## config.mk

```make
export PLATFORM = sky130hd
export DESIGN_NAME = ascon_permutation_flat
export DESIGN_NICKNAME = d
export VERILOG_FILES = /design/src/rtl/ascon_permutation_if.sv /design/src/rtl/ascon_permutation.sv /design/src/flat_wrapper.sv
export SDC_FILE = /design/constraint.sdc
export NUM_CORES = 1
export LEC_CHECK = 0
export BUFFER_PORTS_ARGS = -buffer_cell sky130_fd_sc_hd__buf_2
export CAP_MARGIN = 20
export CORE_MARGIN = 3
export CORE_UTILIZATION = 38
export DETAILED_ROUTE_END_ITERATION = 7
export PLACE_DENSITY = 0.59
export SYNTH_ARGS = -nofsm -noshare
export SYNTH_HDL_FRONTEND = slang
export SYNTH_SLANG_ARGS = --single-unit
```

## constraint.sdc

```tcl
create_clock -name clk -period 29.6 [get_ports clk]
set_clock_uncertainty 0.05 [all_clocks]
set_input_delay 5.92 -clock clk [delete_from_list [all_inputs] [get_ports clk]]
set_output_delay 5.92 -clock clk [all_outputs]
set_load 0.02 [all_outputs]
```

## src/rtl/ascon_permutation_if.sv

```systemverilog
`default_nettype none
// ============================================================================
// ascon_permutation_if : controller <-> permutation engine handshake bundle
// Rev 1.0
// ============================================================================
interface ascon_permutation_if;
    logic         start;
    logic [1:0]   round_sel;
    logic [319:0] state_in;
    logic [319:0] state_out;
    logic         busy;
    logic         done;

    modport master (
        output start, round_sel, state_in,
        input  state_out, busy, done
    );

    modport slave (
        input  start, round_sel, state_in,
        output state_out, busy, done
    );
endinterface
`default_nettype wire

```

## src/rtl/ascon_permutation.sv

```systemverilog
`default_nettype none
// ============================================================================
// ascon_permutation : iterative Ascon p^a engine (a = 12/8/6), UNROLL rounds/clk
// Rev 1.0
// ============================================================================
module ascon_permutation #(
    parameter int UNROLL = 1
) (
    input  wire logic           clk,
    input  wire logic           rst,
    ascon_permutation_if.slave  bus
);

    localparam logic [3:0] c_STEP      = 4'(UNROLL);
    localparam logic [3:0] c_LAST_EXCL = 4'd12;

    if (UNROLL != 1 && UNROLL != 2) begin : g_bad_unroll
        $error("ascon_permutation: UNROLL must be 1 or 2");
    end

    typedef enum logic [0:0] {
        IDLE = 1'b0,
        RUN  = 1'b1
    } fsm_t;

    fsm_t         r_fsm;
    logic [319:0] r_state;
    logic [3:0]   r_round;
    logic         r_busy;
    logic         r_done;

    logic [319:0] w_next;
    logic [3:0]   w_first;
    logic [3:0]   w_round_nxt;

    function automatic logic [63:0] ror(input logic [63:0] x, input int n);
        return (x >> n) | (x << (64 - n));
    endfunction

    // One full round: constant addition, bitsliced S-box, linear diffusion.
    function automatic logic [319:0] ascon_round(input logic [319:0] s, input logic [3:0] idx);
        logic [63:0] x0, x1, x2, x3, x4;
        logic [63:0] t0, t1, t2, t3, t4;
        logic [7:0]  c;
        {x0, x1, x2, x3, x4} = s;
        c  = {4'hf - idx, idx};
        x2 = x2 ^ {56'd0, c};

        x0 = x0 ^ x4;
        x4 = x4 ^ x3;
        x2 = x2 ^ x1;
        t0 = ~x0 & x1;
        t1 = ~x1 & x2;
        t2 = ~x2 & x3;
        t3 = ~x3 & x4;
        t4 = ~x4 & x0;
        x0 = x0 ^ t1;
        x1 = x1 ^ t2;
        x2 = x2 ^ t3;
        x3 = x3 ^ t4;
        x4 = x4 ^ t0;
        x1 = x1 ^ x0;
        x0 = x0 ^ x4;
        x3 = x3 ^ x2;
        x2 = ~x2;

        x0 = x0 ^ ror(x0, 19) ^ ror(x0, 28);
        x1 = x1 ^ ror(x1, 61) ^ ror(x1, 39);
        x2 = x2 ^ ror(x2, 1)  ^ ror(x2, 6);
        x3 = x3 ^ ror(x3, 10) ^ ror(x3, 17);
        x4 = x4 ^ ror(x4, 7)  ^ ror(x4, 41);
        return {x0, x1, x2, x3, x4};
    endfunction

    always_comb begin
        w_next = r_state;
        for (int k = 0; k < UNROLL; k++) begin
            w_next = ascon_round(w_next, r_round + 4'(k));
        end
    end

    // p12 starts at round 0, p8 at 4, p6 at 6; the reserved code runs p12.
    always_comb begin
        case (bus.round_sel)
            2'd1:    w_first = 4'd4;
            2'd2:    w_first = 4'd6;
            default: w_first = 4'd0;
        endcase
    end

    assign w_round_nxt = r_round + c_STEP;

    always_ff @(posedge clk or posedge rst) begin
        if (rst) begin
            r_fsm   <= IDLE;
            r_state <= '0;
            r_round <= '0;
            r_busy  <= 1'b0;
            r_done  <= 1'b0;
        end else begin
            r_done <= 1'b0;
            case (r_fsm)
                IDLE: begin
                    if (bus.start) begin
                        r_state <= bus.state_in;
                        r_round <= w_first;
                        r_busy  <= 1'b1;
                        r_fsm   <= RUN;
                    end
                end
                RUN: begin
                    r_state <= w_next;
                    r_round <= w_round_nxt;
                    if (w_round_nxt == c_LAST_EXCL) begin
                        r_fsm  <= IDLE;
                        r_busy <= 1'b0;
                        r_done <= 1'b1;
                    end
                end
                default: r_fsm <= IDLE;
            endcase
        end
    end

    assign bus.state_out = r_state;
    assign bus.busy      = r_busy;
    assign bus.done      = r_done;

endmodule
`default_nettype wire
```

## src/flat_wrapper.sv

```systemverilog
// flat-port wrapper written by rule: the top's interface ports become plain ports
module ascon_permutation_flat 
#(
    parameter int UNROLL = 1
)
  (clk, rst, bus_start, bus_round_sel, bus_state_in, bus_state_out, bus_busy, bus_done);
  ascon_permutation_if bus_i ();
  input  wire logic clk;
  input  wire logic rst;
  input wire logic [$bits(bus_i.start)-1:0] bus_start;
  input wire logic [$bits(bus_i.round_sel)-1:0] bus_round_sel;
  input wire logic [$bits(bus_i.state_in)-1:0] bus_state_in;
  output wire logic [$bits(bus_i.state_out)-1:0] bus_state_out;
  output wire logic [$bits(bus_i.busy)-1:0] bus_busy;
  output wire logic [$bits(bus_i.done)-1:0] bus_done;
  assign bus_i.start = bus_start;
  assign bus_i.round_sel = bus_round_sel;
  assign bus_i.state_in = bus_state_in;
  assign bus_state_out = bus_i.state_out;
  assign bus_busy = bus_i.busy;
  assign bus_done = bus_i.done;
  ascon_permutation #(.UNROLL(UNROLL)) u_core (.clk(clk), .rst(rst), .bus(bus_i));
endmodule
```

==> flow_metrics.env <==
export IMPL_cp_slowest_cell="sky130_fd_sc_hd__buf_4"
export IMPL_criticalPathCategory="in2reg"
export IMPL_fin_crit_period_ps=8477
export IMPL_worstRegToRegCells=6
export IMPL_tritoncts="built"
export IMPL_insertion_delay_ps=600
export IMPL_routabilityCongestion=1.068
export IMPL_max_slew_margin=0.08671
export IMPL_setup_tns_ps=0
export IMPL_final_nets=4030
export IMPL_hold_viol=0
export IMPL_cts_repair_resized=0
export IMPL_grt_pass1_vias=25150
export IMPL_route_antenna_remaining_nets=0
export IMPL_grt_first_pass_wirelength_um=201200
export IMPL_syn_cell_area_um2=30620
export IMPL_hold_path_startpoint="u_core.bus.busy"
export IMPL_root_buffer="sky130_fd_sc_hd__clkbuf_16"
export IMPL_worst_pin_slew_ps=1360
export IMPL_postSynthCellCount=2994
export IMPL_drt_pass1_iter_count=8
export IMPL_hold_depth=2
export IMPL_regToRegSetupSlack_ps=26330
export IMPL_drt_first_iter_violations=2396
export IMPL_ctsHoldBuffers=0
export IMPL_die_width_um=289.9
export IMPL_remaining_drc_errors=0
export IMPL_critical_path_end_type="flip-flop"
export IMPL_clock_fmax_mhz=118.0
export IMPL_synth_warnings=0
export IMPL_gr_usage_all_layers=0.3412
export IMPL_synth_top_cells_by_count="sky130_fd_sc_hd__xnor2_1, sky130_fd_sc_hd__nand2_1, sky130_fd_sc_hd__dfrtp_1, sky130_fd_sc_hd__xnor3_1, sky130_fd_sc_hd__xor2_1"
export IMPL_timing_critical_path_mode_cell="sky130_fd_sc_hd__buf_4"
export IMPL_path_clk_slew_ps=60
export IMPL_synth_edf_count=0
export IMPL_dominantRegCellSynth="sky130_fd_sc_hd__dfrtp_1"
export IMPL_port_buffers=646
export IMPL_layout_area_overhead_vs_synth_pct=18.75
export IMPL_drt_wl_total_um=149000
export IMPL_coreArea_um2=79390
export IMPL_r2r_start="u_core.r_round[1]"
export IMPL_setup_viol=0
export IMPL_hold_end="u_core.bus.busy"
export IMPL_hpwlAfterDp_um=122200
export IMPL_cp_cell_sequence="buf_8 -> buf_4 -> buf_4 -> nor2b_1 -> a211oi_1 -> a21oi_1"
export IMPL_synth_nets=3449
export IMPL_final_max_slew_violation_count=0
export IMPL_ys_async_rst_share=1.000
export IMPL_postSynthAreaPerCell_um2=10.23
export IMPL_die_area_um2=84020
export IMPL_critPathLaunchType="input port"
export IMPL_outcome="complete, no violations"
export IMPL_worst_ep_required_time_ps=29990
export IMPL_period_share=0.2864
export IMPL_final_fill_count=7809
export IMPL_h_tree_depth=2
export IMPL_clock_sinks=327
export IMPL_synthDominantAreaCellType="sky130_fd_sc_hd__dfrtp_1"
export IMPL_cts_max_path_buffers=3
export IMPL_antenna_found_initial=11
export IMPL_crit_path_max_fanout=113
export IMPL_ys_seq_area_frac=0.2672
export IMPL_boundaryPins=647
export IMPL_die_h_um=289.9
export IMPL_vias=25830
export IMPL_ranking_of_synthesized_cells_by_area="sky130_fd_sc_hd__dfrtp_1, sky130_fd_sc_hd__xnor3_1, sky130_fd_sc_hd__xnor2_1"
export IMPL_rr_endpoint="u_core.bus.state_out[123]"
export IMPL_synth_cell_types=31
export IMPL_placementRows=103
export IMPL_postCtsSetupRepairBufs=0
export IMPL_rsz0062_at_grt="no"
export IMPL_timing_max_cap_violations=0
export IMPL_yosys_cell_count_top_type="sky130_fd_sc_hd__xnor2_1"
export IMPL_starting_density_of_the_core=0.3857
export IMPL_ys_ff_latch=327
export IMPL_synth_top_area_share=0.2672
export IMPL_globalRouteOverflowTotal=0
export IMPL_route_detailed_wl_per_inst_um=31.96
export IMPL_cts_buffers_inserted=43
export IMPL_worst_ep_arrival_time_ps=8860
export IMPL_worstHoldPathType="reg2reg"
export IMPL_grt_start_max_net_pins=209
export IMPL_drive_gt1_frac=0.2159
export IMPL_timing_critical_path_slowest_cell_delay_ps=870
export IMPL_avgViaCountPerCell=5.541
==> per-layer routing <==
metal	GRT usage	vias to the layer above	share of wire
met5	0.003971	-	0.00090
met4	0.1941	16	0.068
met3	0.1016	349	0.097
met2	0.5364	1324	0.45
met1	0.4174	12840	0.39
li1	-	11300	-
==> critical path: cells and delay by family <==
kind,cells,cell delay [ps]
buf+inv,3,2220
compound gates,2,370
simple gates,1,110
==> worst max path at each step <==
| stage | startpoint | to | depth (start not counted) |
|---|---|---|---|
| after floorplan | rst | u_core.bus.busy | 1 |
| after global placement | bus_start | u_core.bus.state_out[65] | 6 |
| after detailed placement | bus_start | u_core.bus.state_out[266] | 6 |
| after CTS | bus_start | u_core.bus.state_out[266] | 6 |
| after global routing | bus_start | u_core.bus.state_out[266] | 6 |
| final | bus_start | u_core.bus.state_out[266] | 6 |
==> state kept, by name, indices dropped and copies added (netlist names) <==
register and count:
u_core.bus.done 1, u_core.bus.state_out 320, u_core.bus.busy 1, u_core.r_round 4
u_core.r_fsm 1
==> layout by cell type, fill, tap and decap left out, types with 4 or more instances in the layout <==
cell and n:
sky130_fd_sc_hd__buf_2 645, sky130_fd_sc_hd__xnor2_1 409, sky130_fd_sc_hd__nand2_1 390, sky130_fd_sc_hd__dfrtp_1 326, sky130_fd_sc_hd__xnor3_1 241, sky130_fd_sc_hd__xor2_1 208, sky130_fd_sc_hd__o21ai_0 185, sky130_fd_sc_hd__a21oi_1 178
sky130_fd_sc_hd__inv_1 176, sky130_fd_sc_hd__mux2i_1 157, sky130_fd_sc_hd__ha_1 130, sky130_fd_sc_hd__o211a_1 92, sky130_fd_sc_hd__nor2b_1 81, sky130_fd_sc_hd__a211oi_1 81, sky130_fd_sc_hd__nor2_1 72, sky130_fd_sc_hd__clkbuf_16 45
sky130_fd_sc_hd__maj3_1 39, sky130_fd_sc_hd__a21o_1 32, sky130_fd_sc_hd__buf_4 22, sky130_fd_sc_hd__xnor2_2 18, sky130_fd_sc_hd__xor3_1 13, sky130_fd_sc_hd__clkbuf_1 11, sky130_fd_sc_hd__xor2_2 9, sky130_fd_sc_hd__clkinv_2 7
sky130_fd_sc_hd__maj3_2 6, sky130_fd_sc_hd__bufinv_16 6, sky130_fd_sc_hd__o21ai_1 5, sky130_fd_sc_hd__clkbuf_8 5, sky130_fd_sc_hd__diode_2 4, sky130_fd_sc_hd__xor3_4 4
==> per-stage QoR <==
stage / std cells / setup WS, ps / instance area [µm²] / hold slack, ps / util
floorplan: 2994 / 14580 / 30620 / 498.4 / -
global placement: 4575 / 20740 / 34830 / 443.0 / 0.4387
detailed placement: 4575 / 20690 / 34830 / 444.7 / 0.4387
CTS: 4653 / 21320 / 36310 / 482.7 / 0.4574
global route: 4658 / 20980 / 36350 / 537.9 / 0.4579
finish: 4662 / 21120 / 36360 / 489.7 / 0.4580
==> cell type report <==
| class | count | area, µm² | share of cell area |
|---|---|---|---|
| Sequential cell | 327 | 8187 | 0.2251 |
| Timing Repair Buffer | 670 | 3442 | 0.09466 |
| Clock inverter | 18 | 256.5 | 0.007054 |
| Clock buffer | 60 | 1222 | 0.03362 |
| Inverter | 178 | 680.7 | 0.01872 |
| Multi-Input combinational cell | 2355 | 21250 | 0.5844 |
| Antenna cell | 4 | 10.01 | 0.0002753 |
| Tap cell | 1050 | 1314 | 0.03613 |
==> kinds of logic (layout without fill, tap and decap cells) <==
family                   after synthesis  after routing  share of synthesized area
buffers and inverters                312            926                    0.03882
adder cells (fa/ha/maj)              175            175                    0.06807
multiplexers                         157            157                    0.05132
other                                  0              4                          0
AO/OA/AOI/OAI                        574            574                     0.1182
flip-flops                           327            327                     0.2672
AND/OR/NAND/NOR                      546            546                    0.07379
XOR/XNOR                             903            903                     0.3826
Power is left out: the tool's default activity adds up to more than one toggle a clock period on the data nets, which glitch-free logic cannot reach.
